File: src/rtl/controle_lote_pkg.sv
// rtl/controle_lote_pkg.sv - shared types and widths for the controle_lote batch initiator
package controle_lote_pkg;
  typedef enum logic [1:0] {
    OCIOSO  = 2'd0,
    EMITE   = 2'd1,
    AGUARDA = 2'd2,
    FOLGA   = 2'd3
  } estado_t;

  localparam int W_OP  = 16;
  localparam int W_K   = 8;
  localparam int W_RES = 16;
  localparam int W_SET = 3 * W_OP + W_K;

  typedef struct packed {
    logic [W_OP-1:0] a;
    logic [W_OP-1:0] b;
    logic [W_OP-1:0] c;
    logic [W_K-1:0]  k;
  } operandos_t;
endpackage

File: src/rtl/fila_sincrona.sv
// rtl/fila_sincrona.sv - synchronous fall-through FIFO with full/empty flags
module fila_sincrona #(
  parameter int W     = 16,
  parameter int DEPTH = 4
) (
  input  logic         clk,
  input  logic         rst,
  input  logic         wr_en,
  input  logic [W-1:0] wr_data,
  input  logic         rd_en,
  output logic [W-1:0] rd_data,
  output logic         cheio,
  output logic         vazio
);
  localparam int AW = $clog2(DEPTH);

  logic [AW:0]  wr_ptr_q, wr_ptr_d;
  logic [AW:0]  rd_ptr_q, rd_ptr_d;
  logic [W-1:0] mem_q [DEPTH];
  logic         push, pop;

  // Extra pointer bit separates full (bits differ) from empty (bits equal).
  always_comb begin
    vazio    = (wr_ptr_q == rd_ptr_q);
    cheio    = (wr_ptr_q[AW] != rd_ptr_q[AW]) && (wr_ptr_q[AW-1:0] == rd_ptr_q[AW-1:0]);
    push     = wr_en && !cheio;
    pop      = rd_en && !vazio;
    wr_ptr_d = wr_ptr_q + {{AW{1'b0}}, push};
    rd_ptr_d = rd_ptr_q + {{AW{1'b0}}, pop};
    rd_data  = vazio ? '0 : mem_q[rd_ptr_q[AW-1:0]];
  end

  always_ff @(posedge clk or negedge rst) begin
    if (!rst) begin
      wr_ptr_q <= '0;
      rd_ptr_q <= '0;
    end else begin
      wr_ptr_q <= wr_ptr_d;
      rd_ptr_q <= rd_ptr_d;
    end
  end

  always_ff @(posedge clk) begin
    if (push) mem_q[wr_ptr_q[AW-1:0]] <= wr_data;
  end
endmodule

File: src/rtl/controle_lote.sv
// rtl/controle_lote.sv - queues operand sets, issues them to one engine, collects results
module controle_lote
  import controle_lote_pkg::*;
#(
  parameter int N_JOBS  = 4,
  parameter int TIMEOUT = 64
) (
  input  logic             clk,
  input  logic             rst,
  input  logic             carrega,
  input  logic [W_OP-1:0]  a_in,
  input  logic [W_OP-1:0]  b_in,
  input  logic [W_OP-1:0]  c_in,
  input  logic [W_K-1:0]   k_in,
  output logic             cheio,
  output logic [W_OP-1:0]  A,
  output logic [W_OP-1:0]  B,
  output logic [W_OP-1:0]  C,
  output logic [W_K-1:0]   K,
  output logic             inicio,
  input  logic             pronto,
  input  logic [W_RES-1:0] resultado,
  input  logic             ler,
  output logic [W_RES-1:0] res_out,
  output logic             vazio,
  output logic             ocupado,
  output logic             erro_timeout
);
  localparam int CW = (TIMEOUT > 2) ? $clog2(TIMEOUT) : 1;

  estado_t          estado_q, estado_d;
  logic [CW-1:0]    cnt_q, cnt_d;
  operandos_t       op_q, op_d;
  logic             inicio_q, inicio_d;
  logic             erro_q, erro_d;
  logic             ocupado_q, ocupado_d;
  logic [W_SET-1:0] op_head;
  logic             op_vazio, res_cheio;
  logic             pop_op, push_res;

  fila_sincrona #(.W(W_SET), .DEPTH(N_JOBS)) u_fila_op (
    .clk     (clk),
    .rst     (rst),
    .wr_en   (carrega),
    .wr_data ({a_in, b_in, c_in, k_in}),
    .rd_en   (pop_op),
    .rd_data (op_head),
    .cheio   (cheio),
    .vazio   (op_vazio)
  );

  fila_sincrona #(.W(W_RES), .DEPTH(N_JOBS)) u_fila_res (
    .clk     (clk),
    .rst     (rst),
    .wr_en   (push_res),
    .wr_data (resultado),
    .rd_en   (ler),
    .rd_data (res_out),
    .cheio   (res_cheio),
    .vazio   (vazio)
  );

  always_comb begin
    estado_d = estado_q;
    cnt_d    = cnt_q;
    op_d     = op_q;
    inicio_d = inicio_q;
    erro_d   = 1'b0;
    pop_op   = 1'b0;
    push_res = 1'b0;
    case (estado_q)
      // A free result slot at dispatch is the slot this job will fill.
      OCIOSO: if (!op_vazio && !res_cheio) estado_d = EMITE;
      EMITE: begin
        pop_op   = 1'b1;
        op_d     = op_head;
        cnt_d    = '0;
        inicio_d = 1'b1;
        estado_d = AGUARDA;
      end
      AGUARDA: begin
        if (pronto) begin
          push_res = 1'b1;
          inicio_d = 1'b0;
          estado_d = FOLGA;
        end else if (cnt_q == CW'(TIMEOUT - 1)) begin
          erro_d   = 1'b1;
          inicio_d = 1'b0;
          estado_d = FOLGA;
        end else begin
          cnt_d = cnt_q + CW'(1);
        end
      end
      FOLGA:   estado_d = OCIOSO;
      default: estado_d = OCIOSO;
    endcase
    ocupado_d = (estado_d != OCIOSO);
  end

  always_ff @(posedge clk or negedge rst) begin
    if (!rst) begin
      estado_q  <= OCIOSO;
      cnt_q     <= '0;
      op_q      <= '0;
      inicio_q  <= 1'b0;
      erro_q    <= 1'b0;
      ocupado_q <= 1'b0;
    end else begin
      estado_q  <= estado_d;
      cnt_q     <= cnt_d;
      op_q      <= op_d;
      inicio_q  <= inicio_d;
      erro_q    <= erro_d;
      ocupado_q <= ocupado_d;
    end
  end

  assign A            = op_q.a;
  assign B            = op_q.b;
  assign C            = op_q.c;
  assign K            = op_q.k;
  assign inicio       = inicio_q;
  assign erro_timeout = erro_q;
  assign ocupado      = ocupado_q;
endmodule

File: config.mk
export PLATFORM = sky130hd
export DESIGN_NAME = controle_lote
export DESIGN_NICKNAME = d
export VERILOG_FILES = /design/src/rtl/controle_lote_pkg.sv /design/src/rtl/fila_sincrona.sv /design/src/rtl/controle_lote.sv
export SDC_FILE = /design/constraint.sdc
export NUM_CORES = 1
export LEC_CHECK = 0
export BUFFER_PORTS_ARGS = -buffer_cell sky130_fd_sc_hd__buf_2
export CORE_MARGIN = 2
export CORE_UTILIZATION = 60
export DETAILED_ROUTE_END_ITERATION = 12
export GPL_TIMING_DRIVEN = 0
export PLACE_DENSITY = 0.82
export SYNTH_ARGS = -nofsm -noshare
export SYNTH_HDL_FRONTEND = slang
export SYNTH_HIERARCHICAL = 1
export SYNTH_SLANG_ARGS = --single-unit
export TNS_END_PERCENT = 1
File: constraint.sdc
create_clock -name clk -period 14.1 [get_ports clk]
set_input_delay 0.705 -clock clk [delete_from_list [all_inputs] [get_ports clk]]
set_output_delay 0.705 -clock clk [all_outputs]
set_load 0.05 [all_outputs]
Word level (Yosys, flattened, before mapping)
Memory sizes are Yosys's and may differ from the RTL's. Index checks and enable logic that the tools add are counted. W data, S select, Z words.

Bits in registers: 79. Bits in latches: 0. Memory bits (writable): 288. Bits in read-only memories: 0. Input port bits: 77. Output and inout port bits: 77. Memories: 2.

$add $sub $neg: 5. $mul: 0. Div/mod/pow operators: 0. $lt $le $gt $ge: 0. Equality and inequality tests: 13. Shift operators: 0. Multiplexer cells: 22. Bitwise gates (word level): 0. Reductions and logical operators: 16.

Memory list: u_fila_op.mem_q (depth 4, width 56, read ports 1, clocked after memory_dff 0, write ports 1, line fila_sincrona.sv:19) `logic [W-1:0] mem_q [DEPTH];`; u_fila_res.mem_q (depth 4, width 16, read ports 1, clocked after memory_dff 0, write ports 1, line fila_sincrona.sv:19).

Operators by type and width (number): $mux W56 (1); $mux W16 (1); $add A3 B1 Y3 (4); $mux W1 (12); $mux W6 (2); $pmux W6 S2 (1); $pmux W2 S4 (1); $logic_and A1 B1 Y1 (7); $add A6 B1 Y6 const B (1); $eq A3 B3 Y1 (2); $eq A6 B6 Y1 const B (1); $mux W2 (3); $eq A2 B2 Y1 (2); $eq A2 B2 Y1 const B (2); $logic_not A1 Y1 (4); $ne A2 B2 Y1 const B (2); $reduce_bool A2 Y1 (2); $ne A3 B3 Y1 const B (1); $reduce_and A3 Y1 (1); $eq A2 B1 Y1 const B (1); $logic_not A2 Y1 (1); $ne A1 B1 Y1 (2); $pmux W1 S2 (1); $reduce_and A2 Y1 (1).

Longest topological paths before layout
Word-level depth: 7. Gate-level depth with buffers: 8. Gate-level depth less buffers: 7.

Hierarchy
The synthesis kept the hierarchy.

By module, submodules not included: fila_sincrona at u_fila_op (times used 1, cells an instance 397, area each 9043.7 um2); fila_sincrona at u_fila_res (times used 1, cells an instance 133, area each 2876.5 um2); controle_lote (times used 1, cells an instance 181, area each 2651.3 um2).

Least setup slack after synthesis
No wires, ideal clock.

Kind: register -> register. Start: register u_fila_op.rd_ptr_q[0]. End: memory u_fila_op/mem_q[2][0] (netlist bit) (enable). Setup time: 0.571 ns. Arrival: 5.490 ns. Data required time: 13.529 ns. Slack: 8.039 ns. Cell stages (with the launch flop): 5. Path buffers: 2. Cells stage by stage: dfrtp_1 -> buf_6 -> buf_4 -> xnor2_1 -> a311oi_1.

Word-level cells in the longest chain between the ends: 6.

Ends and longest elaborated chain: from (decl) (line fila_sincrona.sv:18) `logic [AW:0] rd_ptr_q, rd_ptr_d;`; from (signal assigned) (line fila_sincrona.sv:39) `rd_ptr_q <= rd_ptr_d;`; $eq A2 B2 Y1 (line fila_sincrona.sv:25) `cheio = (wr_ptr_q[AW] != rd_ptr_q[AW]) && (wr_ptr_q[AW-1:0] == rd_ptr_q[AW-1:0]);`; $logic_and A1 B1 Y1 (line fila_sincrona.sv:25); $logic_not A1 Y1 (line fila_sincrona.sv:26) `push = wr_en && !cheio;`; $logic_and A1 B1 Y1 (line fila_sincrona.sv:26); $mux W1 (line fila_sincrona.sv:44) `if (push) mem_q[wr_ptr_q[AW-1:0]] <= wr_data;`; $mux W1 (not written as such) (line fila_sincrona.sv:44); to (decl) (line fila_sincrona.sv:19).

Every way passes these cells.

Worst setup path after layout
Start: register u_fila_op.rd_ptr_q[0]. End: output port cheio.

Word-level cells in the longest chain between the ends: 2.

Ends and longest elaborated chain: $eq A2 B2 Y1 (line fila_sincrona.sv:25); $logic_and A1 B1 Y1 (line fila_sincrona.sv:25); to (decl) (line controle_lote.sv:15) `output logic cheio,`.

Every way passes these cells.

==> summary.md <==
| Metric | Value |
|---|---|
| Worst Hold Class | `input pin to async pin` |
| R2R Setup Slk | `11.29 ns` |
| DRC viols | `0` |
| CP Class | `register to primary output` |
| Synth area leader | `edfxtp_1` |
| Clk Latency, worst-skew pair | `0.54 ns` |
| Post-cts resize count | `0` |
| Initial Util | `60.45%` |
| Placer Congestion | `0.7596` |
| Clk sinks | `367` |
| Worst-path fanout max | `10` |
| Most frequent cells in the layout | `edfxtp_1, buf_2, dfrtp_1` |
| GRT Total Usage | `23.56%` |
| Die Y | `159.8 µm` |
| Final ANT Viol Nets | `0` |
| Syn nets | `797` |
| WL/cell | `23.34 µm` |
| Routed WL | `29,730 µm` |
| Syn-to-layout area delta | `19.49%` |
| Simple-gate share of the synthesized area | `1.520%` |
| Largest family of logic cells by synthesized area | `multiplexers` |
| DP Wirelength | `19,070 µm` |
| Critical path endpoint category | `primary output` |
| Post-CTS Setup Inserts | `0` |
| Drt first pass iters | `4` |
| Num rows | `57` |
| Clock skew | `0.03606 ns` |
| Layout cells sized above 1 | `41.82%` |
| Synth Cell Area | `14,570 µm²` |
| CP arrival | `2.67 ns` |
| Routed vias | `7,649` |
| IO Port Bufs | `153` |
| Total congestion overflow | `0` |
| Clk root buf | `clkbuf_16` |
| Commonest non-fill, non-tap cell in the layout | `edfxtp_1` |
| Number of hold violations in the final report | `0` |
| Number of synthesized flops with an enable pin | `288` |
| Num CTS Buffers | `37` |
| Final min period | `3.377 ns` |
| Ports | `154` |
| Synth Flop Type | `edfxtp_1` |
| Setup crit start kind | `register` |
| Worst path required time | `13.40 ns` |
| Max Transition Viols Final | `0` |
| Chip width | `159.8 µm` |
| Fmax | `0.2961 GHz` |
| Netlist cell types | `38` |
| FFs w/ async S/R, synth | `21.53%` |
| R2R cell count | `6` |
| H-tree levels | `2` |
| Worst-margin pin slew | `0.9890 ns` |
| Synth Area in Compound Gates | `5.744%` |
| Reg-to-reg critical path endpoint | `u_fila_op/mem_q[1][33]$_DFFE_PP_` |
| Period utilization | `23.95%` |
| Post-synthesis sequential area ratio | `72.92%` |
| Hold-fix buffers at CTS | `0` |
| Final setup vio count | `0` |
| Area contributors post-synth | `edfxtp_1, dfrtp_1, mux4_2` |
| DR iter-0 viols | `612` |
| Largest net degree at the start of global routing | `63` |
| Synth Area in XOR/XNOR | `0.9961%` |
| Worst R2R Start | `u_fila_op/rd_ptr_q[0]$_DFF_PN0_` |
| Status | `finished clean` |
| First-pass GRT wire length | `45,910 µm` |
| # fillers | `1,436` |
| Slew headroom | `33.59%` |
| Worst-path clk slew | `0.06 ns` |
| RSZ-0062 raised after global routing | `no` |
| Dpl cell area | `16,180 µm²` |
| Antenna violations before repair | `7` |
| Max-cap viol count | `0` |
| Syn_area_per_cell | `20.49 µm²` |
| Die area | `25,550 µm²` |
| Post-Synth Adder-Cell Area | `0.7728%` |
| Post-Syn Instances | `711` |
| CORE AREA | `24,110 µm²` |
| Synth warn | `6` |
| Post-synthesis mux area share | `15.64%` |
| #FFs+latches synth | `367` |
| Vias in the first global route | `8,185` |
| Top-area cell type share of the netlist area | `59.35%` |
| Post-route cell area | `17,410 µm²` |
| DR vias/cell | `6.004` |
| CTS Buffer Depth | `3` |
| Setup TNS | `0 ns` |
| CTS tree | `yes` |
| # nets final | `1,004` |
cell type report:
type                    count  area (µm²)  share of cell area [%]
inverters                   5       18.77                  0.1078
well taps                 324       405.4                   2.328
flip-flops and latches    367       10630                   61.02
plain buffers              47       332.8                   1.911
clock buffers              46       979.7                   5.627
multi-input cells         292        3727                   21.41
repair buffers            168        1067                   6.130
diodes                      3       7.507                 0.04312
clock inverters            22       247.7                   1.423
through the flow:
step	util, %	instances	setup WS [ns]	hold WS, ns
floorplan	-	711	8.039	0.4094
global placement	65.31	1188	4.593	0.4645
detailed placement	67.11	1203	11.25	0.4735
CTS	72.20	1271	10.69	0.04478
global route	72.22	1273	10.63	0.06683
finish	72.23	1274	10.72	0.05708
cells in the mapped netlist (all sizes together) (2+ instances only):
master / number
a21oi: 6
a311oi: 7
a31oi: 10
and2: 2
and3: 4
buf: 35
clkbuf: 12
dfrtp: 79
edfxtp: 288
ha: 9
inv: 5
mux2: 56
mux4: 72
nand2: 6
nand2b: 4
nand3: 2
nor2: 7
nor2b: 4
nor3: 6
o21ai: 3
o22ai: 2
o31a: 74
xnor2: 4
xor2: 10
per-layer routing:
metal  vias up  part of all wire, %  track usage [%]
li1       3359                    -                -
met1      3938                   38            29.93
met2       291                   52            40.95
met3        53                  7.0            5.506
met4         8                  2.1            7.125
met5         -                 0.18                0
cells by family (layout without fill, tap and decap cells):
| group | Yosys count | count (layout) |
|---|---|---|
| other | 0 | 3 |
| and+or+nand+nor | 38 | 38 |
| DFF | 367 | 367 |
| xor gates and xnor gates | 14 | 14 |
| buffers and inverters | 52 | 288 |
| AOI/OAI and AO/OA | 103 | 103 |
| muxes | 128 | 128 |
| adders and majority gates | 9 | 9 |
sequential cells by signal, summed over array words and instances (netlist names), 6 cells and up:
name	cells
C	16
A	16
u_fila_op/mem_q	224
u_fila_res/mem_q	64
K	8
cnt_q	6
B	16
worst max-delay path by stage:
| stage | depth (start not counted) | end | slack, ns | start |
|---|---|---|---|---|
| finish | 5 | cheio | 10.72 | u_fila_op/rd_ptr_q[0]$_DFF_PN0_ |
| global placement | 4 | u_fila_op/mem_q[2][26]$_DFFE_PP_ | 4.59 | u_fila_op/rd_ptr_q[0]$_DFF_PN0_ |
| CTS | 5 | cheio | 10.69 | u_fila_op/rd_ptr_q[0]$_DFF_PN0_ |
| floorplan | 4 | u_fila_op/mem_q[2][0]$_DFFE_PP_ | 8.04 | u_fila_op/rd_ptr_q[0]$_DFF_PN0_ |
| detailed placement | 5 | cheio | 11.25 | u_fila_op/rd_ptr_q[0]$_DFF_PN0_ |
| global route | 5 | cheio | 10.63 | u_fila_op/rd_ptr_q[0]$_DFF_PN0_ |
worst max-delay path, cell delays in order (launching register included):
cell and delay, ns:
dfrtp_1 0.40, buf_6 0.14, buf_4 0.20, xnor2_1 0.79
and3_1 0.34, buf_2 0.29
Power is left out: the tool's default activity adds up to more than one toggle a clock period on the data nets, which glitch-free logic cannot reach.
